$ cat src/rtl/toggle_pkg.sv
// Shared definitions for the toggle_rx receiver: default parameters,
// counter width and the receive FSM state encoding.
package toggle_pkg;

    localparam int unsigned DW_DEFAULT          = 8;
    localparam int unsigned SYNC_STAGES_DEFAULT = 2;
    localparam int unsigned CNT_W               = 16;

    typedef enum logic {
        ST_IDLE = 1'b0,
        ST_HOLD = 1'b1
    } state_t;

endpackage

$ cat src/rtl/toggle_if.sv
// Two-phase request/acknowledge link plus the downstream valid/ready
// output of the receiver. The master modport is the sender/consumer side,
// and the slave modport is the toggle_rx side.
interface toggle_if
    import toggle_pkg::*;
#(
    parameter int unsigned DW = DW_DEFAULT
);

    logic          req_t;
    logic [DW-1:0] data_in;
    logic          ack_t;
    logic [DW-1:0] dout;
    logic          dout_valid;
    logic          dout_ready;
    logic          overrun;

    modport master (
        output req_t, data_in, dout_ready,
        input  ack_t, dout, dout_valid, overrun
    );

    modport slave (
        input  req_t, data_in, dout_ready,
        output ack_t, dout, dout_valid, overrun
    );

endinterface

$ cat src/rtl/toggle_sync.sv
// Multi-flop synchronizer for the asynchronous two-phase request level.
// The legal depth is 2..4.
module toggle_sync #(
    parameter int unsigned SYNC_STAGES = 2
) (
    input  logic clk,
    input  logic rst,
    input  logic d,
    output logic q
);

    logic [SYNC_STAGES-1:0] r_sync;

    // Shift the asynchronous level through the synchronizer chain.
    always_ff @(posedge clk or posedge rst) begin
        if (rst) r_sync <= '0;
        else     r_sync <= {r_sync[SYNC_STAGES-2:0], d};
    end

    assign q = r_sync[SYNC_STAGES-1];

endmodule

$ cat src/rtl/toggle_rx.sv
// Two-phase (toggle) handshake receiver with a downstream valid/ready output
// and a sticky overrun flag.
// Optional feature: define TOGGLE_RX_CNT_EN to add the 16-bit xfer_cnt output.
module toggle_rx
    import toggle_pkg::*;
#(
    parameter int unsigned DW          = DW_DEFAULT,
    parameter int unsigned SYNC_STAGES = SYNC_STAGES_DEFAULT
) (
    input  logic             clk,
    input  logic             rst,
    toggle_if.slave          bus
`ifdef TOGGLE_RX_CNT_EN
    ,
    output logic [CNT_W-1:0] xfer_cnt
`endif
);

    logic          w_req_sync;
    logic          w_handshake;
    logic          r_hist;
    logic          r_edge;
    state_t        r_state;
    logic          r_ack;
    logic          r_valid;
    logic          r_ovr;
    logic [DW-1:0] r_dout;

    toggle_sync #(.SYNC_STAGES(SYNC_STAGES)) u_sync (
        .clk (clk),
        .rst (rst),
        .d   (bus.req_t),
        .q   (w_req_sync)
    );

    // History flop and registered edge pulse. The extra register places the
    // capture on the (SYNC_STAGES+2)th edge after the req_t change.
    always_ff @(posedge clk or posedge rst) begin
        if (rst) begin
            r_hist <= 1'b0;
            r_edge <= 1'b0;
        end else begin
            r_hist <= w_req_sync;
            r_edge <= w_req_sync ^ r_hist;
        end
    end

    assign w_handshake = (r_state == ST_HOLD) && r_valid && bus.dout_ready;

    // Receive FSM: capture on an edge in IDLE, then release on the downstream
    // handshake. An edge that arrives while in HOLD, including in the exit
    // cycle, is discarded and flagged as an overrun.
    always_ff @(posedge clk or posedge rst) begin
        if (rst) begin
            r_state <= ST_IDLE;
            r_ack   <= 1'b0;
            r_valid <= 1'b0;
            r_ovr   <= 1'b0;
            r_dout  <= '0;
        end else begin
            case (r_state)
                ST_IDLE: begin
                    if (r_edge) begin
                        r_dout  <= bus.data_in;
                        r_valid <= 1'b1;
                        r_state <= ST_HOLD;
                    end
                end
                ST_HOLD: begin
                    if (r_edge) r_ovr <= 1'b1;
                    if (w_handshake) begin
                        r_valid <= 1'b0;
                        r_ack   <= ~r_ack;
                        r_state <= ST_IDLE;
                    end
                end
                default: r_state <= ST_IDLE;
            endcase
        end
    end

`ifdef TOGGLE_RX_CNT_EN
    logic [CNT_W-1:0] r_cnt;

    // Count completed handshakes. The counter wraps naturally at 16 bits.
    always_ff @(posedge clk or posedge rst) begin
        if (rst)              r_cnt <= '0;
        else if (w_handshake) r_cnt <= r_cnt + 1'b1;
    end

    assign xfer_cnt = r_cnt;
`endif

    assign bus.ack_t      = r_ack;
    assign bus.dout       = r_dout;
    assign bus.dout_valid = r_valid;
    assign bus.overrun    = r_ovr;

endmodule

$ cat src/flat_wrapper.sv
// flat-port wrapper written by rule: the top's interface ports become plain ports
module toggle_rx_flat import toggle_pkg::*;
#(
    parameter int unsigned DW          = DW_DEFAULT,
    parameter int unsigned SYNC_STAGES = SYNC_STAGES_DEFAULT
)
  (clk, rst, bus_req_t, bus_data_in, bus_dout_ready, bus_ack_t, bus_dout, bus_dout_valid, bus_overrun);
  toggle_if #(.DW(DW)) bus_i ();
  input  logic clk;
  input  logic rst;
  input wire logic [$bits(bus_i.req_t)-1:0] bus_req_t;
  input wire logic [$bits(bus_i.data_in)-1:0] bus_data_in;
  input wire logic [$bits(bus_i.dout_ready)-1:0] bus_dout_ready;
  output wire logic [$bits(bus_i.ack_t)-1:0] bus_ack_t;
  output wire logic [$bits(bus_i.dout)-1:0] bus_dout;
  output wire logic [$bits(bus_i.dout_valid)-1:0] bus_dout_valid;
  output wire logic [$bits(bus_i.overrun)-1:0] bus_overrun;
  assign bus_i.req_t = bus_req_t;
  assign bus_i.data_in = bus_data_in;
  assign bus_i.dout_ready = bus_dout_ready;
  assign bus_ack_t = bus_i.ack_t;
  assign bus_dout = bus_i.dout;
  assign bus_dout_valid = bus_i.dout_valid;
  assign bus_overrun = bus_i.overrun;
  toggle_rx #(.DW(DW), .SYNC_STAGES(SYNC_STAGES)) u_core (.clk(clk), .rst(rst), .bus(bus_i));
endmodule
$ cat config.mk
export PLATFORM = sky130hd
export DESIGN_NAME = toggle_rx_flat
export DESIGN_NICKNAME = d
export VERILOG_FILES = /design/src/rtl/toggle_pkg.sv /design/src/rtl/toggle_if.sv /design/src/rtl/toggle_sync.sv /design/src/rtl/toggle_rx.sv /design/src/flat_wrapper.sv
export SDC_FILE = /design/constraint.sdc
export NUM_CORES = 1
export LEC_CHECK = 0
export CORE_MARGIN = 5
export CORE_UTILIZATION = 40
export DETAILED_ROUTE_END_ITERATION = 10
export PLACE_DENSITY_LB_ADDON = 0.05
export SYNTH_ARGS = -nofsm -noshare
export SYNTH_HDL_FRONTEND = slang
export SYNTH_SLANG_ARGS = --single-unit
export TNS_END_PERCENT = 50
$ cat constraint.sdc
create_clock -name clk -period 1.4 [get_ports clk]
set_clock_uncertainty 0.1 [all_clocks]
set_input_delay 0.21 -clock clk [delete_from_list [all_inputs] [get_ports clk]]
set_output_delay 0.21 -clock clk [all_outputs]
set_load 0.01 [all_outputs]
---- Word-level counts from Yosys, hierarchy flattened ----
Index checks and enable logic that the tools add are counted.
operators by class
  eq/ne operators ......................... 2
  muxes and demuxes ....................... 6
  bitwise logic cells ..................... 3
  reductions and logical operators ........ 6
operator list
  kind                                                                     count
  2-bit AND reduction                                                      4
  1-bit 2-to-1 mux                                                         4
  2-bit by 1-bit inequality test with 1-bit output, second input constant  2
  1-bit one-hot mux with 2 select lines                                    2
  1-bit logical AND                                                        2
  1-bit inverter                                                           2
  1-bit bitwise XOR                                                        1
storage, ports and cells
  register bits ........................... 16
  input port bits ......................... 12
  output and inout bits ................... 11
  word-level logic and storage cells ...... 25

---- Depth between registers and ports, before layout ----
  word-level depth ........................ 4
  mapped depth ............................ 3
  gate-level depth less buffers ........... 2

---- By module ----
From an unflattened synthesis, not the netlist that was laid out.
unflattened totals
  cells, all modules ...................... 36
  area, all modules ....................... 600.6 sq um
modules (own cells, without submodules)
  module       times used  cells each  area each (sq um)  sequential area each (sq um)
  toggle_rx    1           33          546.8              350.3
  toggle_sync  1           3           53.8               50.0

---- Worst setup path before layout ----
Ideal clock, no wire load.
  path type ............................... register to register
  start ................................... register u_core.r_state
  end ..................................... register u_core.r_dout[0], in the netlist u_core.bus.dout[0]
  data arrival time ....................... 0.966 ns
  data required time ...................... 1.175 ns
  path slack .............................. 0.209 ns
  stages on the path, launching flop included .. 4
  buffers on the path ..................... 1
  period minus slack after synthesis ...... 1.191 ns
  cells stage by stage .................... dfrtp_1 -> nor2b_2 -> buf_6 -> mux2_4
on the way
  cells in the longest elaborated chain, start to end .. 2
ends and longest elaborated chain
  what                                  RTL line         source
  start, declared                       toggle_rx.sv:23  state_t r_state;
  start signal, assigned                toggle_rx.sv:55  r_state <= ST_IDLE;
  start signal, assigned                toggle_rx.sv:66  r_state <= ST_HOLD;
  start signal, assigned                toggle_rx.sv:74  r_state <= ST_IDLE;
  1-bit inverter                        --
  2-bit AND reduction (no source line)  --
  end signal, assigned                  toggle_rx.sv:64  r_dout <= bus.data_in;
  end, declared                         toggle_rx.sv:27  logic [DW-1:0] r_dout;
Every way passes these cells.
A chain may end at the register's enable or synchronous reset.

---- Final worst setup path ----
  start ................................... register u_core.r_valid, in the netlist u_core.bus.dout_valid
  end ..................................... output port bus_dout_valid
RTL lines
  what                    RTL line            source
  start, declared         toggle_rx.sv:25     logic r_valid;
  start signal, assigned  toggle_rx.sv:57     r_valid <= 1'b0;
  start signal, assigned  toggle_rx.sv:65     r_valid <= 1'b1;
  start signal, assigned  toggle_rx.sv:72     r_valid <= 1'b0;
  end, declared           flat_wrapper.sv:16  output wire logic [$bits(bus_i.dout_valid)-1:0] bus_dout_valid;
No word-level cell between the ends.

==> metrics <==
status=complete, no violations; largest net degree at the start of global routing=10; Ports=23; critical-path maximum fanout=3; FF-to-FF End=u_core.bus.dout[6]; DRT Pass-1 Iters=2; cts hold-fix bufs=0; initial DRC count=1; initial antenna violation count=0; Syn Inst Count=34; commonest non-fill, non-tap cell in the layout=dfrtp_1; Synth-to-Final Area Change=48.9%; final setup violation count=0; final wirelength=1040 µm; crit path launch type=flip-flop; CTS H-Tree Depth=1; PostCTS Resize Cnt=11; crit path cell chain=dlygate4sd2_1; core area=approximately 1500 µm²; Slowest-stage cell, CP=dfrtp_1; DR DRC count=0; Tightest Hold Check Type=in -> async; ant diodes=0; R2R Setup Slk=roughly 0.13 ns; die height=about 50 µm; final core utilization=0.610; Nets=74; critical path's largest stage delay=0.41 ns; Reg-to-Reg Start=u_core.r_state; Critical Path Sink=bus_dout_valid; Final Max Tran Viols=0; routed via count=354; synthesized area=596 µm²; critical path class=reg -> out; IR drop worst, VDD=between 0.8 and 0.9 mV; PD cells=1840 nW/µm²; period utilisation layout=0.921; setup ws final=0.111 ns; hpwl dp=813 µm; Max Freq=776 MHz; Placement Setup Slack=0.143 ns; DIE WIDTH=48.6 µm; CTS Buffer Depth=2; Setup crit end kind=primary output; CP arrival=between 0.9 and 1 ns; overall routing resource usage=0.0895; RSZ-0062 raised after global routing=no; most frequent cells in the layout=dfrtp_1, clkdlybuf4s50_1, dlygate4sd2_1, mux2_4, clkbuf_4; largest area contributor in the synthesized netlist=dfrtp_1; post-route setup TNS=0 ns; routability congestion estimate=0.750; synthesis warning total=0; required time worst endpoint=1.09 ns; syn avg cell area=17.5 µm²; die footprint=2360 µm²; vias per inst=roughly 4.6; Setup Buffers After CTS=0; slew of the pin with the lowest slew margin=0.336 ns; CTS Root Cell=clkbuf_4; Rows=14; Area contributors post-synth=dfrtp_1, mux2_4, a21o_2; CTS buffer count=3; crit-path leading delay family=flip-flops; clock sinks=16; port bufs=22; vias in the first global route=393; Slew headroom=0.776; Antenna Nets Post-Route=0; Unique masters post-synth=11; Max-Cap Viols=0; Avg WL per Cell=about 13 µm; Initial Util=0.410; later-pin clock latency in the skew report=0.28 ns; global-route wire length before repair=1660 µm; Crit path buffers/inverters=1; post-synthesis sequential area ratio=0.672; crit path from=u_core.bus.dout_valid; Levels on crit path=1; Inst Count DP=73; CTS tree=yes; number of fill cells in the layout=118; Hold WS=0.0760 ns; final hold violation count=0; share of layout cells above drive strength 1=0.279; final std cells w/o fill=77; Reg2Reg Depth=3; GR Overflow Total=0; Synth Register Bits=16; clock slew at reported path FFs=0.10 ns; LEAKAGE=0.413 nW; post-synth net total=between 40 and 50; Min Clock Period, post-route=1.29 ns; top-area cell type share of the netlist area=0.672
-- synthesized netlist by cell type, drive strengths merged --
master,number
a21o,2
buf,1
dfrtp,16
inv,1
mux2,8
nand2,1
nand3,1
nor2b,1
o21a,1
xnor2,1
xor2,1
-- metal layers --
layer / vias to the layer above / wire length [µm] / global-route usage
met3: 0 / 84 / 0.0337
met5: - / 0 / 0
met2: 13 / 502 / 0.137
li1: 167 / - / -
met1: 174 / 450 / 0.111
met4: 0 / 0 / 0.0404
-- power breakdown --
group | internal (mW) | total, mW | switching [mW]
Sequential | 0.623 | 0.717 | 0.0934
Clock | 0.158 | 0.300 | 0.142
Combinational | 0.398 | 0.615 | 0.217
Total | 1.18 | 1.63 | 0.453
-- sequential cells by signal (all words and copies together) (netlist names) --
register / count
u_core.bus.ack_t: 1
u_core.bus.dout: 8
u_core.bus.dout_valid: 1
u_core.bus.overrun: 1
u_core.r_edge: 1
u_core.r_hist: 1
u_core.r_state: 1
u_core.u_sync.r_sync: 2
-- cells by family (layout without fill, tap and decap cells) --
family	Yosys count	count (layout)	share of synthesized area
buffers and inverters	2	29	0.0252
muxes	8	8	0.202
xor gates and xnor gates	2	2	0.0294
DFF	16	16	0.672
AOI/OAI and AO/OA	3	3	0.0420
and+or+nand+nor	3	3	0.0294
-- stage by stage --
stage          cell area [µm²]  power [mW]
2_1_floorplan              596        1.07
3_3_place_gp               865        1.44
3_5_place_dp               865        1.46
4_1_cts                    887        1.66
5_1_grt                    887        1.73
6_report                   887        1.63
-- how the worst min path moves through the flow --
stage | from | end | slack, ns | cells after the start
final | rst | u_core.bus.dout[3] | 0.08 | 2
after global routing | rst | u_core.bus.dout[6] | 0.10 | 2
after CTS | rst | u_core.bus.dout[7] | 0.09 | 2
after detailed placement | u_core.u_sync.r_sync[0] | u_core.u_sync.r_sync[1] | 0.24 | 0
after global placement | u_core.u_sync.r_sync[0] | u_core.u_sync.r_sync[1] | 0.24 | 0
after floorplan | rst | u_core.bus.ack_t | 0.02 | 1
-- layout make-up --
type / instances / area, µm² / share of cell area
Sequential cell: 16 / 400 / 0.451
Timing Repair Buffer: 24 / 246 / 0.278
Multi-Input combinational cell: 16 / 180 / 0.203
Clock buffer: 4 / 36.3 / 0.0409
Tap cell: 16 / 20.0 / 0.0226
Inverter: 1 / 3.75 / 0.00423
No activity file was read; power rests on OpenSTA's default activity.
